File: src/rtl/aibcr3_dcc_pkg.sv
// Shared types and default constants for the DCC delay-line controller.
package aibcr3_dcc_pkg;

    typedef enum logic [1:0] {
        ST_IDLE   = 2'd0,
        ST_SETTLE = 2'd1,
        ST_EVAL   = 2'd2
    } dcc_state_t;

    localparam int DEF_NCELL     = 16;
    localparam int DEF_CODE_W    = 5;
    localparam int DEF_INIT_CODE = 8;
    localparam int DEF_SETTLE    = 8;
    localparam int DEF_FILT_TH   = 4;
    localparam int DEF_LOCK_REV  = 4;

    // Bits needed to hold values 0..n-1, never less than one.
    function automatic int cnt_width(input int n);
        return (n > 1) ? $clog2(n) : 1;
    endfunction

endpackage

File: src/rtl/aibcr3_dcc_updn_filt.sv
// Up/down majority filter: signed accumulator that emits a one-cycle step
// pulse on the cycle whose update would reach +/-FILT_TH.
module aibcr3_dcc_updn_filt #(
    parameter int FILT_TH = 4
) (
    input  logic clk,
    input  logic rst_n,
    input  logic en,
    input  logic clr,
    input  logic up,
    input  logic dn,
    output logic step_up,
    output logic step_dn
);

    localparam int ACC_W = $clog2(FILT_TH + 1) + 1;
    localparam logic signed [ACC_W-1:0] TH_P1 = ACC_W'(FILT_TH - 1);
    localparam logic signed [ACC_W-1:0] TH_M1 = ACC_W'(1 - FILT_TH);

    logic signed [ACC_W-1:0] acc;
    logic                    inc;
    logic                    dec;

    assign inc = en & up & ~dn;
    assign dec = en & dn & ~up;

    // Pulse is combinational so the code register moves on the same edge.
    assign step_up = inc && (acc == TH_P1);
    assign step_dn = dec && (acc == TH_M1);

    always_ff @(posedge clk or negedge rst_n) begin
        if (!rst_n) begin
            acc <= '0;
        end else if (clr || step_up || step_dn) begin
            acc <= '0;
        end else if (inc) begin
            acc <= acc + ACC_W'(1);
        end else if (dec) begin
            acc <= acc - ACC_W'(1);
        end
    end

endmodule

File: src/rtl/aibcr3_dcc_dly_ctrl.sv
// DCC delay-line controller: filters detector decisions, steps a thermometer
// select one cell at a time, and reports lock and saturation.
//
//   state  | meaning
//   IDLE   | loop disabled or overridden; code held or forced
//   SETTLE | waiting for the delay line to settle after a code change
//   EVAL   | accumulating up/dn decisions until a step is taken
module aibcr3_dcc_dly_ctrl
    import aibcr3_dcc_pkg::*;
#(
    parameter int NCELL     = DEF_NCELL,
    parameter int CODE_W    = DEF_CODE_W,
    parameter int INIT_CODE = DEF_INIT_CODE,
    parameter int SETTLE    = DEF_SETTLE,
    parameter int FILT_TH   = DEF_FILT_TH,
    parameter int LOCK_REV  = DEF_LOCK_REV
) (
    input  logic              clk,
    input  logic              rst_n,
    input  logic              dcc_en,
    input  logic              up,
    input  logic              dn,
    input  logic              ovrd_en,
    input  logic [CODE_W-1:0] ovrd_code,
    output logic [NCELL-1:0]  bk,
    output logic [CODE_W-1:0] code,
    output logic              lock,
    output logic              sat_hi,
    output logic              sat_lo
);

    localparam int CNT_W  = cnt_width(SETTLE);
    localparam int HIST_W = cnt_width(LOCK_REV + 1);
    localparam logic [CODE_W-1:0] CODE_MAX  = CODE_W'(NCELL);
    localparam logic [CODE_W-1:0] CODE_INIT = CODE_W'(INIT_CODE);
    localparam logic [CNT_W-1:0]  CNT_LOAD  = CNT_W'(SETTLE - 1);
    localparam logic [HIST_W-1:0] HIST_MAX  = HIST_W'(LOCK_REV);

    dcc_state_t        state, state_nxt;
    logic [CNT_W-1:0]  settle_cnt, settle_cnt_nxt;
    logic [CODE_W-1:0] code_nxt;
    logic [CODE_W-1:0] code_clamp;
    logic [NCELL-1:0]  bk_nxt;
    logic [NCELL-1:0]  bk_init;
    logic              lock_nxt, sat_hi_nxt, sat_lo_nxt;
    logic [HIST_W-1:0] rev_cnt, rev_cnt_nxt;
    logic [HIST_W-1:0] same_cnt, same_cnt_nxt;
    logic              last_up, last_up_nxt;
    logic              have_prev, have_prev_nxt;
    logic              filt_en;
    logic              step_up, step_dn;

    assign filt_en    = (state == ST_EVAL) && dcc_en && !ovrd_en;
    assign code_clamp = (ovrd_code > CODE_MAX) ? CODE_MAX : ovrd_code;

    aibcr3_dcc_updn_filt #(
        .FILT_TH (FILT_TH)
    ) u_filt (
        .clk     (clk),
        .rst_n   (rst_n),
        .en      (filt_en),
        .clr     (!filt_en),
        .up      (up),
        .dn      (dn),
        .step_up (step_up),
        .step_dn (step_dn)
    );

    for (genvar g = 0; g < NCELL; g++) begin : g_therm
        assign bk_nxt[g]  = (code_nxt > CODE_W'(g));
        assign bk_init[g] = (g < INIT_CODE);
    end

    always_comb begin
        state_nxt      = state;
        settle_cnt_nxt = settle_cnt;
        code_nxt       = code;
        lock_nxt       = lock;
        sat_hi_nxt     = sat_hi;
        sat_lo_nxt     = sat_lo;
        rev_cnt_nxt    = rev_cnt;
        same_cnt_nxt   = same_cnt;
        last_up_nxt    = last_up;
        have_prev_nxt  = have_prev;

        if (ovrd_en || !dcc_en) begin
            state_nxt      = ST_IDLE;
            settle_cnt_nxt = '0;
            if (ovrd_en) begin
                code_nxt = code_clamp;
            end
            lock_nxt      = 1'b0;
            sat_hi_nxt    = 1'b0;
            sat_lo_nxt    = 1'b0;
            rev_cnt_nxt   = '0;
            same_cnt_nxt  = '0;
            last_up_nxt   = 1'b0;
            have_prev_nxt = 1'b0;
        end else begin
            case (state)
                ST_IDLE: begin
                    state_nxt      = ST_SETTLE;
                    settle_cnt_nxt = CNT_LOAD;
                end
                ST_SETTLE: begin
                    if (settle_cnt == '0) begin
                        state_nxt = ST_EVAL;
                    end else begin
                        settle_cnt_nxt = settle_cnt - CNT_W'(1);
                    end
                end
                ST_EVAL: begin
                    if (step_up || step_dn) begin
                        state_nxt      = ST_SETTLE;
                        settle_cnt_nxt = CNT_LOAD;
                        if (step_up) begin
                            if (code == CODE_MAX) begin
                                sat_hi_nxt = 1'b1;
                            end else begin
                                code_nxt   = code + CODE_W'(1);
                                sat_lo_nxt = 1'b0;
                            end
                        end else begin
                            if (code == '0) begin
                                sat_lo_nxt = 1'b1;
                            end else begin
                                code_nxt   = code - CODE_W'(1);
                                sat_hi_nxt = 1'b0;
                            end
                        end
                        // Saturated attempts still count toward the step history.
                        if (have_prev && (step_up != last_up)) begin
                            rev_cnt_nxt  = (rev_cnt == HIST_MAX) ? HIST_MAX : rev_cnt + HIST_W'(1);
                            same_cnt_nxt = '0;
                            if (rev_cnt_nxt == HIST_MAX) begin
                                lock_nxt = 1'b1;
                            end
                        end else if (have_prev) begin
                            same_cnt_nxt = (same_cnt == HIST_MAX) ? HIST_MAX : same_cnt + HIST_W'(1);
                            rev_cnt_nxt  = '0;
                            if (same_cnt_nxt == HIST_MAX) begin
                                lock_nxt = 1'b0;
                            end
                        end
                        have_prev_nxt = 1'b1;
                        last_up_nxt   = step_up;
                    end
                end
                default: begin
                    state_nxt = ST_IDLE;
                end
            endcase
        end
    end

    always_ff @(posedge clk or negedge rst_n) begin
        if (!rst_n) begin
            state      <= ST_IDLE;
            settle_cnt <= '0;
            code       <= CODE_INIT;
            bk         <= bk_init;
            lock       <= 1'b0;
            sat_hi     <= 1'b0;
            sat_lo     <= 1'b0;
            rev_cnt    <= '0;
            same_cnt   <= '0;
            last_up    <= 1'b0;
            have_prev  <= 1'b0;
        end else begin
            state      <= state_nxt;
            settle_cnt <= settle_cnt_nxt;
            code       <= code_nxt;
            bk         <= bk_nxt;
            lock       <= lock_nxt;
            sat_hi     <= sat_hi_nxt;
            sat_lo     <= sat_lo_nxt;
            rev_cnt    <= rev_cnt_nxt;
            same_cnt   <= same_cnt_nxt;
            last_up    <= last_up_nxt;
            have_prev  <= have_prev_nxt;
        end
    end

endmodule

File: config.mk
export PLATFORM = sky130hd
export DESIGN_NAME = aibcr3_dcc_dly_ctrl
export DESIGN_NICKNAME = d
export VERILOG_FILES = /design/src/rtl/aibcr3_dcc_pkg.sv /design/src/rtl/aibcr3_dcc_updn_filt.sv /design/src/rtl/aibcr3_dcc_dly_ctrl.sv
export SDC_FILE = /design/constraint.sdc
export NUM_CORES = 1
export LEC_CHECK = 0
export CORE_MARGIN = 4
export CORE_UTILIZATION = 58
export CTS_CLUSTER_DIAMETER = 40
export CTS_CLUSTER_SIZE = 8
export DETAILED_ROUTE_END_ITERATION = 16
export HOLD_SLACK_MARGIN = 0.03
export PLACE_DENSITY = 0.85
export SETUP_SLACK_MARGIN = 0.1
export SYNTH_ARGS = -nofsm -noshare
export SYNTH_HDL_FRONTEND = slang
export SYNTH_SLANG_ARGS = --single-unit
File: constraint.sdc
create_clock -name clk -period 6.1 [get_ports clk]
set_clock_uncertainty 0.05 [all_clocks]
set_input_delay 1.83 -clock clk [delete_from_list [all_inputs] [get_ports clk]]
set_output_delay 1.83 -clock clk [all_outputs]
set_load 0.01 [all_outputs]
* After elaboration in Yosys (flattened, before gate mapping)
Index checks and enable logic that the tools add are counted.
Storage, ports and cells: flip-flop bits (word level) 41, input bits 11, output and inout port bits 24
Operators by class: order comparisons 17, equality and inequality tests 17, bitwise gates (word level) 6, $add $sub $neg 7, reduce and logical (&&, ||, !) cells 29, mux-type cells 56
Operators by type and width (count):
- 3-bit 2-to-1 mux | 15
- 5-bit by 4-bit greater-than comparator with 1-bit output (second input constant) | 8
- 5-bit 2-to-1 mux | 8
- 1-bit 2-to-1 mux | 25
- 5-bit by 3-bit greater-than comparator with 1-bit output (second input constant) | 4
- 3-bit equality test (second input constant) | 4
- 4-bit 2-to-1 mux | 3
- 3-bit != test (second input constant) | 4
- 3-bit nonzero test | 4
- 5-bit by 1-bit greater-than comparator with 1-bit output (second input constant) | 2
- 5-bit by 2-bit greater-than comparator with 1-bit output (second input constant) | 2
- 3-bit one-hot mux with 3 select lines | 1
- 4-bit by 3-bit equality test with 1-bit output (second input constant) | 2
- 4-bit AND reduction | 2
- 3-bit by 1-bit adder with 3-bit output (second input constant) | 2
- 2-bit 2-to-1 mux | 3
- 3-bit by 1-bit != test with 1-bit output (second input constant) | 2
- 2-bit one-hot mux with 3 select lines | 1
- 3-bit AND reduction | 2
- 5-bit by 1-bit adder with 5-bit output (second input constant) | 1
- 5-bit equality test (second input constant) | 1
- 5-bit greater-than comparator (second input constant) | 1
- 1-bit logical AND | 5
- 5-bit zero test | 1
- 18 further kinds | 29

* Depth between registers and ports, before layout
word-level depth 12, mapped depth 10, depth with buffers taken out 9

* By module
Synthesis repeated with hierarchy kept, for this count alone.
Second synthesis, totals: cell total of the unflattened synthesis 242, area, all modules 2356.0 um2
Modules (own cells, without submodules):
- aibcr3_dcc_dly_ctrl | instances 1, cells each 206, area an instance 2024.4 um2
- aibcr3_dcc_updn_filt | instances 1, cells each 36, area an instance 331.6 um2

* Least setup slack after synthesis
No wires, ideal clock.
path kind input-to-reg, start in ovrd_en, end reg bk[10], data required time 5906 ps, cell stages on the path 6, arrival 3265 ps, slack 2641 ps, cells stage by stage clkbuf_1 mux2_2 a221oi_4 and2_1 buf_4 a31oi_1
On the way: cells in the longest elaborated chain, start to end 10, elaborated cells on any way between the ends 16
RTL lines:
- from (decl) | RTL line aibcr3_dcc_dly_ctrl.sv:23 | input logic ovrd_en,
- 1-bit zero test | RTL line aibcr3_dcc_dly_ctrl.sv:53 | assign filt_en = (state == ST_EVAL) && dcc_en && !ovrd_en;
- 1-bit logical AND | RTL line aibcr3_dcc_dly_ctrl.sv:53
- 1-bit bitwise AND, on equally long branches (2 in a row) | RTL line aibcr3_dcc_updn_filt.sv:24, aibcr3_dcc_updn_filt.sv:25
- 1-bit logical AND, on equally long branches | RTL line aibcr3_dcc_updn_filt.sv:28, aibcr3_dcc_updn_filt.sv:29
- 5-bit 2-to-1 mux or 1-bit logical OR (tied branches) | RTL line aibcr3_dcc_dly_ctrl.sv:116, aibcr3_dcc_dly_ctrl.sv:113
- 5-bit 2-to-1 mux | RTL line aibcr3_dcc_dly_ctrl.sv:113 | if (step_up || step_dn) begin
- 5-bit 2-to-1 mux | RTL line aibcr3_dcc_dly_ctrl.sv:100 | case (state)
- 5-bit 2-to-1 mux (*) | RTL line aibcr3_dcc_dly_ctrl.sv:86 | if (ovrd_en || !dcc_en) begin
- 5-bit by 4-bit greater-than comparator with 1-bit output (*) | RTL line aibcr3_dcc_dly_ctrl.sv:70 | assign bk_nxt[g] = (code_nxt > CODE_W'(g));
- net bk_nxt[10] | RTL line aibcr3_dcc_dly_ctrl.sv:43 | logic [NCELL-1:0] bk_nxt;
- to (signal assigned) | RTL line aibcr3_dcc_dly_ctrl.sv:161 | bk <= bk_init;
- to (signal assigned) | RTL line aibcr3_dcc_dly_ctrl.sv:173 | bk <= bk_nxt;
- to (decl) | RTL line aibcr3_dcc_dly_ctrl.sv:25 | output logic [NCELL-1:0] bk,
The timed path passes the listed nets; every way through them passes the cells marked *. A chain may end at the register's enable or synchronous reset.

* Final worst setup path
Ends and elaborated chain as after synthesis.

==> impl_metrics.tcl <==
set metrics [dict create \
    power_switching_mw 0.166 \
    routed_wl_um 5170 \
    setup-violations-final 0 \
    cap_violations 0 \
    hp-start "settle_cnt[2]$_DFFE_PN0P_" \
    synth_xor_area_frac 0.0299 \
    setup_ws_ns 1.69 \
    clock-sinks 41 \
    seqPwrFrac 0.471 \
    grt_pass1_wl_um 8730 \
    reg2reg_to "bk[9]$_DFF_PN0_" \
    hold_viol 0 \
    cp.arrival_ns 4.52 \
    syn_to_final_growth_pct 19.2 \
    syn_area_sq_um 2350 \
    synthMuxAreaShare 0.0133 \
    synthFlopType "dfrtp_1" \
    async_flop_share 1.00 \
    p_clk_frac 0.352 \
    avgSynthCellArea_sq_um 9.99 \
    drt_first_pass_iters 4 \
    ff2ff_path_depth 8 \
    mostFrequentLayoutCells "clkdlybuf4s50_1, dfrtp_1, nand2_1" \
    grt_max_degree 42 \
    seq_area_frac_synth 0.442 \
    reg2reg_slack_ns 3.44 \
    ioPinCount 35 \
    p_comb_frac 0.177 \
    status "finished clean" \
    synth_edf_count 0 \
    maxSlewHeadroom 0.410 \
    gp_congestion 0.829 \
    antenna_cells 0 \
    hpwl_um 3670 \
    die-width_um 71.6 \
    min_period_ns 4.41 \
    first_global_vias 1948 \
    rsz0062_at_grt "false" \
    power.density_nw_per_um2 233 \
    drc 0 \
    cts_resized 0 \
    post-cts-setup-buffer-count 0 \
    required_ns 6.21 \
    syn-num-nets 257 \
    clock-root-buffer "clkbuf_8" \
    cts_buffers 5 \
    timing.rr.start "code[1]$_DFF_PN0_" \
    tightest_slew_ns 0.885 \
    die-area_sq_um 5130 \
    fin_nets 289 \
    fin_setup_tns_ns 0 \
    maxSlewViolCount 0 \
    intPower_mw 0.485 \
    ir_worst_vdd_uv 206 \
    overflow 0 \
    wl_per_cell_um 16.4 \
    synth.distinct_cells 59 \
    synth_top_family_by_area "compound AO/OA/AOI/OAI gates" \
    fmax_mhz 227 \
    timing.hold.ws_ns 0.445 \
    period_share 0.723 \
    io_buffers 34 \
    ctsHoldBuffers 0 \
    hold_class "flip-flop to flip-flop" \
    drive_above_1_share 0.119 \
    synthAdderAreaFrac 0.0618 \
    ys_ff_latch 41 \
    power_mw 0.651 \
    pre_cts_slack_ns 1.45 \
    grtUsageTotal 0.217 \
    syn_inst 235 \
    antenna_found_initial 0 \
    rows 22 \
    cts_tree "done" \
    hold-path-cell-count 1 \
    layout_commonest_cell "clkdlybuf4s50_1" \
    via_per_inst 5.86 \
    htreeDepth 2 \
    vias 1853 \
    drtIter0Drc 67 \
    leakage_nw 1.22 \
    crit_fanout 13 \
    worstSetupStartpointType "input port" \
    cp-end-kind "flip-flop" \
    clk_path_buf_depth 2 \
    yosys.area_share.simple 0.183 \
    path_class "input port to flip-flop" \
    fin_util 0.742 \
    die_h_um 71.6 \
    clk_transition_reported_paths_ns 0.08 \
    yosys_warnings 0 \
    min_to "settle_cnt[2]$_DFFE_PN0P_" \
    core_region_area_sq_um 3770 \
    synth_compound_area_frac 0.205 \
    p_sw_frac 0.255 \
    insertion_delay_ns 0.30 \
    initial_core_util 0.622 \
    ant_nets 0 \
]
[flip-flops by register name, summed over array words and instances (netlist names)]
signal,count
bk,16
have_prev,1
sat_lo,1
rev_cnt,3
lock,1
state,2
sat_hi,1
same_cnt,3
code,5
settle_cnt,3
u_filt.acc,4
last_up,1
[final cells by class]
type | count | area [sq um]
Fill cell | 274 | 972
Sequential cell | 41 | 1040
Clock inverter | 1 | 30.0
Multi-Input combinational cell | 162 | 1160
Tap cell | 48 | 60.1
Clock buffer | 7 | 86.3
Timing Repair Buffer | 35 | 343
Inverter | 22 | 85.1
[power by group through the flow]
stage / logic [mW] / registers, mW / clock network (mW)
floorplan: 0.0582 / 0.315 / 0
global placement: 0.113 / 0.312 / 0
detailed placement: 0.115 / 0.312 / 0
CTS: 0.116 / 0.307 / 0.230
global route: 0.126 / 0.310 / 0.240
finish: 0.115 / 0.307 / 0.229
[cell usage after synthesis, types with 3 or more instances]
master	instances	area, sq um
a31oi_1	5	31.3
a211oi_1	3	22.5
nor2_1	16	60.1
dfstp_2	9	236
a21oi_1	10	50.1
nand2b_1	4	25.0
buf_2	3	15.0
nand3_1	6	30.0
xor2_1	3	26.3
nand2_1	23	86.3
inv_1	21	78.8
a21o_1	3	22.5
and3_1	3	18.8
o21ai_1	3	15.0
xnor2_1	5	43.8
dfrtp_1	32	801
buf_4	5	37.5
nand3b_1	3	22.5
ha_1	10	125
nor2b_1	4	25.0
o21ai_0	11	55.1
a22o_1	4	35.0
[critical path, cell delays in order]
cell	delay (ns)
clkdlybuf4s50_1	0.79
and4bb_1	0.37
nand3_1	0.41
o22ai_1	0.22
a221oi_4	0.44
and2_1	0.39
a31oi_1	0.07
[logic make-up (layout without fill, tap and decap cells)]
| family | Yosys count | after routing |
|---|---|---|
| AOI/OAI and AO/OA | 62 | 62 |
| xor gates and xnor gates | 8 | 8 |
| adders and majority gates | 11 | 11 |
| buffers and inverters | 32 | 65 |
| DFF | 41 | 41 |
| muxes | 3 | 3 |
| and+or+nand+nor | 78 | 78 |
[per-stage QoR]
| step | cell area, sq um | instances |
|---|---|---|
| finish | 2800 | 316 |
| detailed placement | 2680 | 308 |
| global route | 2800 | 316 |
| CTS | 2800 | 316 |
| global placement | 2680 | 308 |
| floorplan | 2350 | 235 |
[per-layer routing]
layer / up-vias / share of wire / GRT usage
met2: 45 / 0.51 / 0.368
li1: 888 / - / -
met3: 12 / 0.040 / 0.0421
met5: - / 0 / 0
met1: 908 / 0.43 / 0.272
met4: 0 / 0.018 / 0.0898
[how the worst max path moves through the flow]
| stage | from | to | slack (ns) |
|---|---|---|---|
| 2_1_floorplan | ovrd_en | bk[10]$_DFF_PN0_ | 2.64 |
| 3_3_place_gp | ovrd_en | bk[0]$_DFF_PN1_ | 1.52 |
| 3_5_place_dp | ovrd_en | bk[0]$_DFF_PN1_ | 1.45 |
| 4_1_cts | ovrd_en | bk[0]$_DFF_PN1_ | 1.72 |
| 5_1_grt | ovrd_en | bk[4]$_DFF_PN1_ | 1.50 |
| 6_report | ovrd_en | bk[10]$_DFF_PN0_ | 1.69 |
Note: power is estimated with default switching activity, not from simulation.
